`src/rtl/instr_sequencer.sv`:
```
// Multi-cycle fetch/execute sequencer for the 9-bit core: FETCH, EXEC, optional MEM wait, HALT.
// Strobes are decoded combinationally from state and IR; Done/Error and all architectural state are registered.
module instr_sequencer #(
  parameter int PC_W        = 8,
  parameter int MEM_TIMEOUT = 16
) (
  input  logic            Clk,
  input  logic            Reset,
  input  logic            Start,
  output logic [PC_W-1:0] InstAddr,
  input  logic [8:0]      InstIn,
  output logic [3:0]      AluOp,
  output logic [4:0]      Operand,
  output logic            AluEn,
  input  logic            AluFlag,
  output logic            RegWrEn,
  output logic            MemReq,
  output logic            MemWrite,
  input  logic            MemAck,
  output logic [4:0]      LutIdx,
  input  logic [PC_W-1:0] LutTarget,
  output logic            Done,
  output logic            Error,
  output logic [15:0]     InstCount
);

  localparam int TO_W = (MEM_TIMEOUT > 1) ? $clog2(MEM_TIMEOUT) : 1;
  localparam logic [TO_W-1:0] TO_LAST = TO_W'(MEM_TIMEOUT - 1);

  typedef enum logic [2:0] {
    S_IDLE  = 3'd0,
    S_FETCH = 3'd1,
    S_EXEC  = 3'd2,
    S_MEM   = 3'd3,
    S_HALT  = 3'd4
  } state_t;

  typedef enum logic [3:0] {
    OP_RC_ADD      = 4'b0000,
    OP_RC_SUB      = 4'b0001,
    OP_RC_LSL      = 4'b0010,
    OP_RC_LSR      = 4'b0011,
    OP_RC_TRANSFER = 4'b0100,
    OP_RC_CUSTOM   = 4'b0101,
    OP_REG_COPY    = 4'b0110,
    OP_ADD         = 4'b0111,
    OP_SUB         = 4'b1000,
    OP_XOR         = 4'b1001,
    OP_AND         = 4'b1010,
    OP_LSL         = 4'b1011,
    OP_LSR         = 4'b1100,
    OP_MEM         = 4'b1101,
    OP_CMP         = 4'b1110,
    OP_BRANCH      = 4'b1111
  } opcode_t;

  state_t          state;
  logic [PC_W-1:0] pc;
  logic [8:0]      ir;
  logic            flag;
  logic [TO_W-1:0] tmo_cnt;
  logic [15:0]     inst_count;
  logic            done_q;
  logic            error_q;

  opcode_t         opcode;
  logic            is_alu_op;
  logic            is_halt;
  logic [PC_W-1:0] pc_next_seq;

  assign opcode      = opcode_t'(ir[8:5]);
  assign is_alu_op   = (ir[8:5] <= OP_LSR);
  assign is_halt     = (ir[4:0] == 5'h1F);
  assign pc_next_seq = pc + PC_W'(1);

  always_ff @(posedge Clk or posedge Reset) begin
    if (Reset) begin
      state      <= S_IDLE;
      pc         <= '0;
      ir         <= '0;
      flag       <= 1'b0;
      tmo_cnt    <= '0;
      inst_count <= '0;
      done_q     <= 1'b0;
      error_q    <= 1'b0;
    end else begin
      case (state)
        S_IDLE, S_HALT: begin
          if (Start) begin
            state      <= S_FETCH;
            pc         <= '0;
            flag       <= 1'b0;
            inst_count <= '0;
            done_q     <= 1'b0;
            error_q    <= 1'b0;
          end
        end

        S_FETCH: begin
          ir    <= InstIn;
          state <= S_EXEC;
        end

        S_EXEC: begin
          if (is_alu_op) begin
            pc         <= pc_next_seq;
            inst_count <= inst_count + 16'd1;
            state      <= S_FETCH;
          end else begin
            case (opcode)
              OP_CMP: begin
                flag       <= AluFlag;
                pc         <= pc_next_seq;
                inst_count <= inst_count + 16'd1;
                state      <= S_FETCH;
              end
              OP_BRANCH: begin
                inst_count <= inst_count + 16'd1;
                if (is_halt) begin
                  done_q <= 1'b1;
                  state  <= S_HALT;
                end else begin
                  // Flag is consumed by the branch so a stale compare cannot steer a later one.
                  pc    <= flag ? LutTarget : pc_next_seq;
                  flag  <= 1'b0;
                  state <= S_FETCH;
                end
              end
              default: begin
                tmo_cnt <= '0;
                state   <= S_MEM;
              end
            endcase
          end
        end

        S_MEM: begin
          if (MemAck) begin
            pc         <= pc_next_seq;
            inst_count <= inst_count + 16'd1;
            state      <= S_FETCH;
          end else if (tmo_cnt == TO_LAST) begin
            error_q <= 1'b1;
            state   <= S_HALT;
          end else begin
            tmo_cnt <= tmo_cnt + TO_W'(1);
          end
        end

        default: state <= S_IDLE;
      endcase
    end
  end

  always_comb begin
    AluEn    = 1'b0;
    RegWrEn  = 1'b0;
    MemReq   = 1'b0;
    MemWrite = 1'b0;
    case (state)
      S_EXEC: begin
        AluEn    = is_alu_op || (opcode == OP_CMP);
        RegWrEn  = is_alu_op;
        MemWrite = (opcode == OP_MEM) && ir[4];
      end
      S_MEM: begin
        MemReq   = 1'b1;
        MemWrite = ir[4];
        RegWrEn  = MemAck && !ir[4];
      end
      default: ;
    endcase
  end

  assign InstAddr  = pc;
  assign AluOp     = ir[8:5];
  assign Operand   = ir[4:0];
  assign LutIdx    = ir[4:0];
  assign Done      = done_q;
  assign Error     = error_q;
  assign InstCount = inst_count;

endmodule
```
`config.mk`:
```
export PLATFORM = sky130hd
export DESIGN_NAME = instr_sequencer
export DESIGN_NICKNAME = d
export VERILOG_FILES = /design/src/rtl/instr_sequencer.sv
export SDC_FILE = /design/constraint.sdc
export NUM_CORES = 1
export LEC_CHECK = 0
export CORE_MARGIN = 4
export CORE_UTILIZATION = 50
export CTS_CLUSTER_SIZE = 24
export DETAILED_ROUTE_END_ITERATION = 8
export PLACE_DENSITY = 0.82
export SYNTH_ARGS = -nofsm -noshare
export SYNTH_HDL_FRONTEND = slang
export SYNTH_SLANG_ARGS = --single-unit
```
`constraint.sdc`:
```
create_clock -name Clk -period 3.8 [get_ports Clk]
set_clock_uncertainty 0.05 [all_clocks]
set_input_delay 0.57 -clock Clk [delete_from_list [all_inputs] [get_ports Clk]]
set_output_delay 0.57 -clock Clk [all_outputs]
set_load 0.02 [all_outputs]
```
Word level (Yosys, flattened, before mapping)
Index checks and enable logic that the tools add are counted.

operators by class
  $add $sub $neg = 3
  order comparisons = 1
  equal/unequal tests = 24
  mux-type cells = 40
  reduce and logical (&&, ||, !) cells = 18

operators with widths
  cell                                           number
  two-way mux 16 bit                             4
  one-hot mux 16 bit (3 select lines)            1
  two-way mux 8 bit                              5
  one-hot mux 8 bit (3 select lines)             1
  AND reduction 5 bit                            4
  adder 16 x 1 -> 16 bit, second input constant  1
  == test 4 bit, second input constant           4
  two-way mux 4 bit                              4
  inequality test 2 bit, second input constant   8
  one-hot mux 8 bit (2 select lines)             1
  two-way mux 3 bit                              5
  one-hot mux 1 bit (2 select lines)             6
  one-hot mux 3 bit (4 select lines)             1
  two-way mux 1 bit                              10
  inequality test 3 bit, second input constant   3
  adder 8 x 1 -> 8 bit, second input constant    1
  one-hot mux 4 bit (2 select lines)             1
  AND reduction 4 bit                            2
  == test 3 x 2 -> 1 bit, second input constant  2
  one-hot mux 3 bit (2 select lines)             1
  nonzero test 2 bit                             3
  == test 5 bit, second input constant           1
  adder 4 x 1 -> 4 bit, second input constant    1
  <= comparator 4 bit, second input constant     1
  other kinds (13)                               15

word-level totals
  bits in registers = 43
  bits of input ports = 22
  output and inout port bits = 44
  logic and storage cells = 94

Depth between registers and ports, before layout
Gate-level depths: netlist (run 1).

  depth after elaboration = 6
  depth in mapped cells = 8
  gate-level depth less buffers = 5

Worst setup path after synthesis (run 1)
No wires, ideal clock.

  path type = reg-to-output
  start = register state[0]
  end = output port MemWrite
  data arrival time = 1830 ps
  data required time = 3180 ps
  slack = 1350 ps
  stages on the path, launching flop included = 5
  path buffers = 1
  path through = dfrtp_1 or3b_1 buf_2 or3_1 a21boi_0

on the way
  longest elaborated chain between the ends = 2
  elaborated cells on any way between the ends = 3
  those cells by class = 2 x eq/ne; 1 x mux

ends and longest elaborated chain
  what                                    line  text
  start, declared                         57    state_t state;
  start signal, assigned                  78    state <= S_IDLE;
  start signal, assigned                  90    state <= S_FETCH;
  start signal, assigned                  101   state <= S_EXEC;
  == test 3 x 2 -> 1 bit                  160   case (state)
  one-hot mux 1 bit (2 select lines) (*)  160
  end, declared                           18    output logic MemWrite,

Every way passes the cells marked *; elsewhere a longest branch is shown, timed or not.

Worst setup path in the final report (run 1)
Ends and elaborated chain as after synthesis.

==> metrics.cfg, run 1 <==
[run_status]
status=complete, no violations

[synth]
synth_cell_types=58
yosys.area.top_type=dfrtp_1
yosys_warnings=0
async_reset_ff_frac=1.000
synth_top_area_frac=0.4262
postSynthAreaPerCell_um2=9.749
synth_edf_count=0
synth_area_leaders=dfrtp_1, mux2_2, nand2b_1
ys_seq_elements=43
yosysSeqAreaShare=0.4262
syn_inst=259
syn_nets=284
netlist_area_um2=2525
synth-main-ff-cell=dfrtp_1

[power]
p_per_area_nw_per_um2=654.9
max-vdd-ir-drop_uv=551.8
p_total_mw=2.148
p_leak_nw=1.343

[critical_path]
cp.required_ps=3180
cp_slowest_stage_delay_ps=640
cp_max_fo=17
cp-startpoint=state[0]
r2r-start=state[0]
rrSetupSlack_ps=1340
critical_path_class=flop to primary output
r2r-end=InstCount[12]
worstSetupStartpointType=flop
critPathCaptureType=primary output
r2r_cells=4
crit_chain=or3b_1 -> or3_1 -> a21boi_0 -> clkdlybuf4s50_1
crit_arrival_ps=2690
critical_path.slowest_cell=clkdlybuf4s50_1
crit_end=MemWrite

[cells_and_area]
fin_area_um2=3279
diodes=0
drive_gt1_frac=0.07837
final_net_count=343
utilization=0.6808
fillerInstances=395
syn_to_final_growth_pct=29.88
fin_cells=386

[die]
fp.dieW_um=79.06
io_pins=66
rows=25
die_h_um=79.06
die_area_um2=6250
start_util=0.5242
core_um2=4817

[clocking]
clock_path_buffers=2
clkSinkCount=43
cts_max_level=2
clk_latency_ps=300
postCtsHoldBufs=0
numCtsBuffers=5
cts_root_buffer=clkbuf_8
tritoncts=yes
cts_resized=0
clk_pin_slew_ps=80
cts_setup_buffers=0

[route]
drc=0
first_pass_iters=5
num_vias=2371
ant_nets=0
wl_per_cell_um=16.76
drt_iter0_drc=194
viasPerCell=6.142
wirelength_um=6468

[sta]
clock.fmax_mhz=302.5
hold_slack_ps=447.2
hold_viol=0
max-slew-margin-rel=0.3179
post-route-period-util=0.8699
tightest_slew_ps=1018
finalSetupViolations=0
finalMaxSlewViolations=0
period_needed_ps=3306
rsz0062_at_grt=false
fin_ws_ps=494.3
totalNegativeSetupSlack_ps=0

[worst_hold_path]
hold_path.class=flop to flop
min_path_cells=1

[grt]
overflow=0
grt_pass1_vias=2292
track_usage=0.2189
antenna_found_initial=0
grt_pass1_wl_um=11110
grt_max_degree=22

[place]
placed_cell_area_um2=3198
place_congestion=0.8594
port_buffers=65
place_ws_ps=851.1
place.detailed.hpwl_um=4691
dp_cells=378

[flow_run]
drv_cap=0

layer usage:
layer  wire [um]  global-route usage  vias to the layer above
li1            -                   -                     1109
met1        2982              0.3069                     1158
met2        2965              0.3409                       96
met3         472             0.06122                        8
met4          47             0.04296                        0
met5           0                   0                        -
critical path: cells and delay by family, from the launching register on:
family / cells / cell delay (ps)
buffers and inverters: 1 / 640
and+or+nand+nor: 2 / 1000
AOI/OAI and AO/OA: 1 / 190
DFF: 1 / 560
logic make-up after synthesis:
logic type	synth area share
DFF	0.4262
AOI/OAI and AO/OA	0.1913
muxes	0.07285
adders and majority gates	0.01487
buffers and inverters	0.05252
and+or+nand+nor	0.2423
area by class of cell:
class / count / area (um2) / area share
clock buffers: 7 / 76.32 / 0.02327
clock inverters: 1 / 5.005 / 0.001526
inverters: 11 / 41.29 / 0.01259
multi-input cells: 188 / 1316 / 0.4014
flip-flops and latches: 43 / 1076 / 0.3281
well taps: 67 / 83.83 / 0.02556
repair buffers: 69 / 680.7 / 0.2076
flip-flops by register name, summed over array words and instances (netlist names):
signal,count
Done,1
Error,1
InstAddr,8
InstCount,16
flag,1
ir,9
state,3
tmo_cnt,4
Yosys cell counts, types with 3 or more instances:
cell type,count
a21oi_1,9
mux2i_1,6
o211ai_1,4
o31ai_1,5
mux2_2,9
nand3_1,12
clkbuf_1,6
nand3b_1,3
ha_1,3
o32ai_1,5
nor4_1,5
nor2_1,10
nand2_1,17
inv_1,11
nor3_1,4
nand2b_1,13
o21ai_0,5
dfrtp_1,43
a22o_1,7
buf_2,4
and4_1,5
and3_1,4
or4_1,5
buf_4,6
nor3b_1,3
nand4_1,10
worst min-delay path by stage:
stage	start	end	slack [ps]
final	Done	Done	450
after global routing	Done	Done	480
after CTS	Done	Done	450
after detailed placement	Done	Done	430
after global placement	Done	Done	420
after floorplan	tmo_cnt[1]	tmo_cnt[1]	440
report_power, final:
part | internal, mW | switching, mW
sequential | 0.572 | 0.184
combinational | 0.500 | 0.606
clock | 0.129 | 0.156
total | 1.20 | 0.946
layout by cell type (no fill, tap or decap), types with 6 or more instances in the layout:
| cell type | count |
|---|---|
| clkdlybuf4s50_1 | 65 |
| dfrtp_1 | 43 |
| nand2_1 | 17 |
| nand2b_1 | 13 |
| nand3_1 | 12 |
| inv_1 | 11 |
| nor2_1 | 10 |
| nand4_1 | 10 |
| a21oi_1 | 9 |
| mux2_2 | 9 |
| a22o_1 | 7 |
| mux2i_1 | 6 |
Power figures use the tool's default switching activity.
==> run 2: changes to the inputs <==
CORE_UTILIZATION = 44   (was 50)
PLACE_DENSITY = 0.76   (was 0.82)
SETUP_SLACK_MARGIN = 0.1   (was not set)
clock period = 2.7 ns   (was 3.8 ns; I/O delays follow)
==> run 2 against run 1 <==
  * Clock-buffer cell count is the same
  * Core utilization down 7.3 points
  * Final cell count up 3.6%
  * Via count shrank 0.59%
  * Sequential cell count unchanged
  * Critical path depth did not move
  * Power increased by 46%
  * Combinational power rose by 53%
  * Wire length is 1.6% lower
==> metrics.cfg, run 2 (synthesis gave the netlist of run 1 again) <==
[flow_run]
drv_cap=0  ; unchanged

[run_status]
status=complete, no violations

[place]
port_buffers=65  ; unchanged
place.detailed.hpwl_um=4728  ; +0.79%
dp_cells=392  ; +3.7%
place_congestion=0.7985  ; -7.1%

[cells_and_area]
largest_reg_flops=16  ; unchanged
syn_to_final_growth_pct=33.30
most-common-layout-cells=clkdlybuf4s50_1, dfrtp_1, nand2_1
fillerInstances=497  ; +26%
final_common_cell=clkdlybuf4s50_1
diodes=0  ; unchanged
drive_gt1_frac=0.1067  ; +0.02834
final_net_count=352  ; +2.6%
fin_cells=400  ; +3.6%

[critical_path]
r2r-end=tmo_cnt[1]
worstSetupStartpointType=flop
crit_arrival_ps=2030  ; -660 ps
cp_top_family=buffers and inverters
cp_max_fo=8  ; -9
critPathBufInv=2  ; +1
rrSetupSlack_ps=650  ; -690 ps
cp_slowest_stage_delay_ps=620  ; -20 ps
critPathCaptureType=primary output
critical_path.slowest_cell=clkdlybuf4s50_1
r2r_cells=5  ; +1
critical_path_class=flop to primary output
crit_chain=or3b_1 -> buf_4 -> nor2_1 -> clkdlybuf4s50_1
r2r-start=state[2]
cp.required_ps=2250  ; -930 ps

[route]
wl_per_cell_um=15.91  ; -5.1%
ant_nets=0  ; unchanged
wirelength_um=6362  ; -1.6%
viasPerCell=5.893  ; -4.1%
first_pass_iters=4  ; -1
drt_iter0_drc=130  ; -33%
drc=0  ; unchanged
num_vias=2357  ; -0.59%

[clocking]
tritoncts=yes
clk_pin_slew_ps=80  ; about the same
clk_latency_ps=290  ; about the same
numCtsBuffers=5  ; unchanged
cts_setup_buffers=0  ; unchanged
postCtsHoldBufs=0  ; unchanged
cts_resized=1  ; +1
cts_max_level=2  ; unchanged
cts_root_buffer=clkbuf_8
clock_path_buffers=2  ; unchanged
clkSinkCount=43  ; unchanged

[grt]
grt-busiest-layer=met2
antenna_found_initial=0  ; unchanged
track_usage=0.1833  ; -0.03559
grtUsageMet2=0.3008  ; -0.04011
use_met1=0.2461  ; -0.06071
grt_pass1_vias=2266  ; -1.1%
grt_pass1_wl_um=10810  ; -2.7%
met3_usage=0.04640  ; -0.01483
grt_max_degree=44  ; +100%
overflow=0  ; unchanged

[die]
io_pins=66  ; unchanged
die_area_um2=7014  ; +12%
start_util=0.4557  ; -0.06842
fp.dieW_um=83.75  ; +5.9%
core_um2=5540  ; +15%
die_h_um=83.75  ; +5.9%
rows=27  ; +8.0%

[sta]
clock.fmax_mhz=402.4
finalMaxSlewViolations=0  ; unchanged
post-route-period-util=0.9204
period_needed_ps=2485
max-slew-margin-rel=0.6247  ; +0.3068
finalSetupViolations=0  ; unchanged
totalNegativeSetupSlack_ps=0  ; unchanged
tightest_slew_ps=559.3  ; -458.4 ps
rsz0062_at_grt=false
hold_viol=0  ; unchanged

[power]
p_leak_nw=1.397  ; +4.0%
max-vdd-ir-drop_uv=740.2  ; +34%
p_total_mw=3.126  ; +46%
p_per_area_nw_per_um2=928.9  ; +42%

[worst_hold_path]
hp-start=Done
min_path_cells=1  ; unchanged
holdPathEnd=Done
hold_path.class=flop to flop

## run 2: how the worst max path moves through the flow
stage             start  slack, ps  endpoint  cells past startpoint
2_1_floorplan  state[0]        420  MemWrite                      4
3_3_place_gp   state[2]        330  MemWrite                      4
3_5_place_dp   state[2]        260  MemWrite                      4
4_1_cts        state[2]        220     AluEn                      4
5_1_grt        state[2]        120     AluEn                      4
6_report       state[2]        220     AluEn                      4
## run 2: layout make-up
class / instances / area (um2) / share of cell area
Multi-Input combinational cell: 188 / 1316 / 0.3911
Sequential cell: 43 / 1076 / 0.3197
Timing Repair Buffer: 78 / 747.0 / 0.2219
Tap cell: 72 / 90.09 / 0.02677
Clock buffer: 7 / 86.33 / 0.02565
Inverter: 11 / 41.29 / 0.01227
Clock inverter: 1 / 8.758 / 0.002602
## run 2: power breakdown
| part | switching [mW] | internal [mW] | total, mW |
|---|---|---|---|
| clock | 0.222 | 0.210 | 0.432 |
| sequential | 0.189 | 0.807 | 0.995 |
| combinational | 0.926 | 0.774 | 1.70 |
| total | 1.34 | 1.79 | 3.13 |
## run 2: worst reg2reg max path, delay by kind of cell, from the launching register on
family / cells / cell delay, ps
and+or+nand+nor: 2 / 620
muxes: 1 / 340
AOI/OAI and AO/OA: 1 / 310
buffers and inverters: 1 / 170
DFF: 1 / 460
## run 2: stage by stage
step	hold slack, ps	cell area (um2)	utilization	worst slack (ps)
after floorplan	441.3	2525	-	415.2
after global placement	423.0	3272	0.5906	328.3
after detailed placement	429.3	3272	0.5906	256.0
after CTS	448.6	3366	0.6075	218.1
after global routing	497.4	3366	0.6075	118.6
final	443.1	3366	0.6075	215.0
## run 2: routing by layer
layer / routed length [um] / vias to the layer above
met4: 52 / 0
met3: 407 / 7
met5: 0 / -
met2: 3035 / 64
met1: 2867 / 1156
li1: - / 1130
==> run 3: changes to the inputs <==
CAP_MARGIN = 30   (was not set)
MAX_ROUTING_LAYER = met4   (was not set)
PLACE_DENSITY = 0.85   (was 0.76)
==> run 3 against run 2 <==
  * Sequential share of layout area up 0.25 points
  * Core utilization down 0.47 points
  * Wire length up 3.5%
  * Critical path type unchanged
==> metrics.cfg, run 3 (synthesis gave the netlist of run 1 again) <==
[critical_path]
crit_chain=or3b_1 -> buf_4 -> nor2_1 -> clkdlybuf4s50_1
cp_max_fo=8  ; unchanged
cp.required_ps=2250  ; about the same
cp_slowest_stage_delay_ps=620  ; about the same
worstSetupStartpointType=flop
critPathCaptureType=primary output
critical_path.slowest_cell=clkdlybuf4s50_1
crit_arrival_ps=2020  ; about the same
critical_path_class=flop to primary output

[power]
max-vdd-ir-drop_uv=756.2  ; +2.2%
switching_share=0.4309  ; +0.003459
p_int_mw=1.766  ; -1.4%
p_leak_nw=1.383  ; -0.95%
switching_power_mw=1.337  ; about the same
clkPwrFrac=0.135  ; -0.003
p_per_area_nw_per_um2=929.0  ; about the same
p_comb_frac=0.542  ; -0.002
p_seq_frac=0.323  ; +0.005

[route]
ant_nets=0  ; unchanged
num_vias=2355  ; -0.085%
viasPerCell=5.932  ; +0.67%
wl_per_cell_um=16.58  ; +4.2%
wirelength_um=6582  ; +3.5%
drt_iter0_drc=195  ; +50%
drc=0  ; unchanged
first_pass_iters=4  ; unchanged

[grt]
grt-busiest-layer=met2
use_met1=0.2551  ; +0.008964
overflow=0  ; unchanged
grt_max_degree=44  ; unchanged
met3_usage=0.03258  ; -0.01382
grt_pass1_vias=2372  ; +4.7%
track_usage=0.1979  ; +0.01455
grt_pass1_wl_um=11150  ; +3.1%
antenna_found_initial=0  ; unchanged
grtUsageMet2=0.3145  ; +0.01374

[die]
die_h_um=83.75  ; unchanged
fp.dieW_um=83.75  ; unchanged
core_um2=5540  ; unchanged
rows=27  ; unchanged
io_pins=66  ; unchanged
start_util=0.4557  ; unchanged
die_area_um2=7014  ; unchanged

[sta]
hold_slack_ps=456.7  ; +13.58 ps
finalMaxSlewViolations=0  ; unchanged
clock.fmax_mhz=403.2  ; +0.20%
post-route-period-util=0.9185  ; -0.001859
finalSetupViolations=0  ; unchanged
totalNegativeSetupSlack_ps=0  ; unchanged
rsz0062_at_grt=false
tightest_slew_ps=552.7  ; -6.575 ps
period_needed_ps=2480  ; -5.020 ps
hold_viol=0  ; unchanged
max-slew-margin-rel=0.6291  ; +0.004413

[cells_and_area]
most-common-layout-cells=clkdlybuf4s50_1, dfrtp_1, nand2_1
largest_reg_flops=16  ; unchanged
syn_to_final_growth_pct=32.26
diodes=0  ; unchanged
final_net_count=350  ; -0.57%
final_common_cell=clkdlybuf4s50_1
drive_gt1_frac=0.1046  ; -0.002092

[clocking]
cts_setup_buffers=0  ; unchanged
clock_path_buffers=2  ; unchanged
clk_pin_slew_ps=80  ; about the same
postCtsHoldBufs=0  ; unchanged
cts_root_buffer=clkbuf_8
numCtsBuffers=5  ; unchanged
cts_resized=1  ; unchanged
tritoncts=yes
clk_latency_ps=300  ; about the same
cts_max_level=2  ; unchanged
clkSinkCount=43  ; unchanged

[place]
place_congestion=0.8704  ; +9.0%
port_buffers=65  ; unchanged
place.detailed.hpwl_um=4872  ; +3.0%

[run_status]
status=complete, no violations

[worst_hold_path]
hold_path.class=flop to flop

[flow_run]
drv_cap=0  ; unchanged

==> run 3: stage by stage <==
step	power (mW)	instance area [um2]	util	setup slack (ps)	std cells
after floorplan	2.054	2525	-	415.2	259
after global placement	2.647	3257	0.5879	250.8	390
after detailed placement	2.692	3257	0.5879	230.3	390
after CTS	3.116	3343	0.6034	170.5	397
after global routing	3.304	3339	0.6028	119.3	397
final	3.102	3339	0.6028	220.1	397
==> run 3: path summary, 6_finish.rpt <==
path / from / end / slack [ps] / depth (start not counted)
worst max-delay path: state[2] / AluEn / 220 / 4
worst min-delay path: Error / Error / 460 / 2
worst max register to register: state[2] / tmo_cnt[1] / 640 / 5
worst min register to register: Error / Error / 460 / 2
max in group asynchronous: Reset / InstCount[4] / 1720 / 3
min in group asynchronous: Reset / InstCount[5] / 500 / 3
==> run 3: final cells by class <==
type                            count  area, um2
Fill cell                         501       2201
Tap cell                           72      90.09
Clock buffer                        6      82.58
Clock inverter                      1      5.005
Multi-Input combinational cell    188       1316
Inverter                           11      41.29
Timing Repair Buffer               76      728.2
Sequential cell                    43       1076
==> run 3: worst max-delay path: cells and delay by family (launching register included) <==
kind                   cells  cell delay [ps]
AND/OR/NAND/NOR            2              470
flip-flops                 1              450
buffers and inverters      2              790
==> run 3: metal layers <==
layer  vias up  part of all wire
met5         -                 0
li1       1125                 -
met2        86              0.48
met4         0             0.016
met1      1135              0.45
met3         9             0.054
==> run 3: power by group through the flow <==
stage	clock (mW)	sequential, mW	combinational, mW
finish	0.420	1.00	1.68
global route	0.456	1.03	1.82
CTS	0.428	1.00	1.69
detailed placement	0	1.01	1.68
global placement	0	0.995	1.65
floorplan	0	1.11	0.940
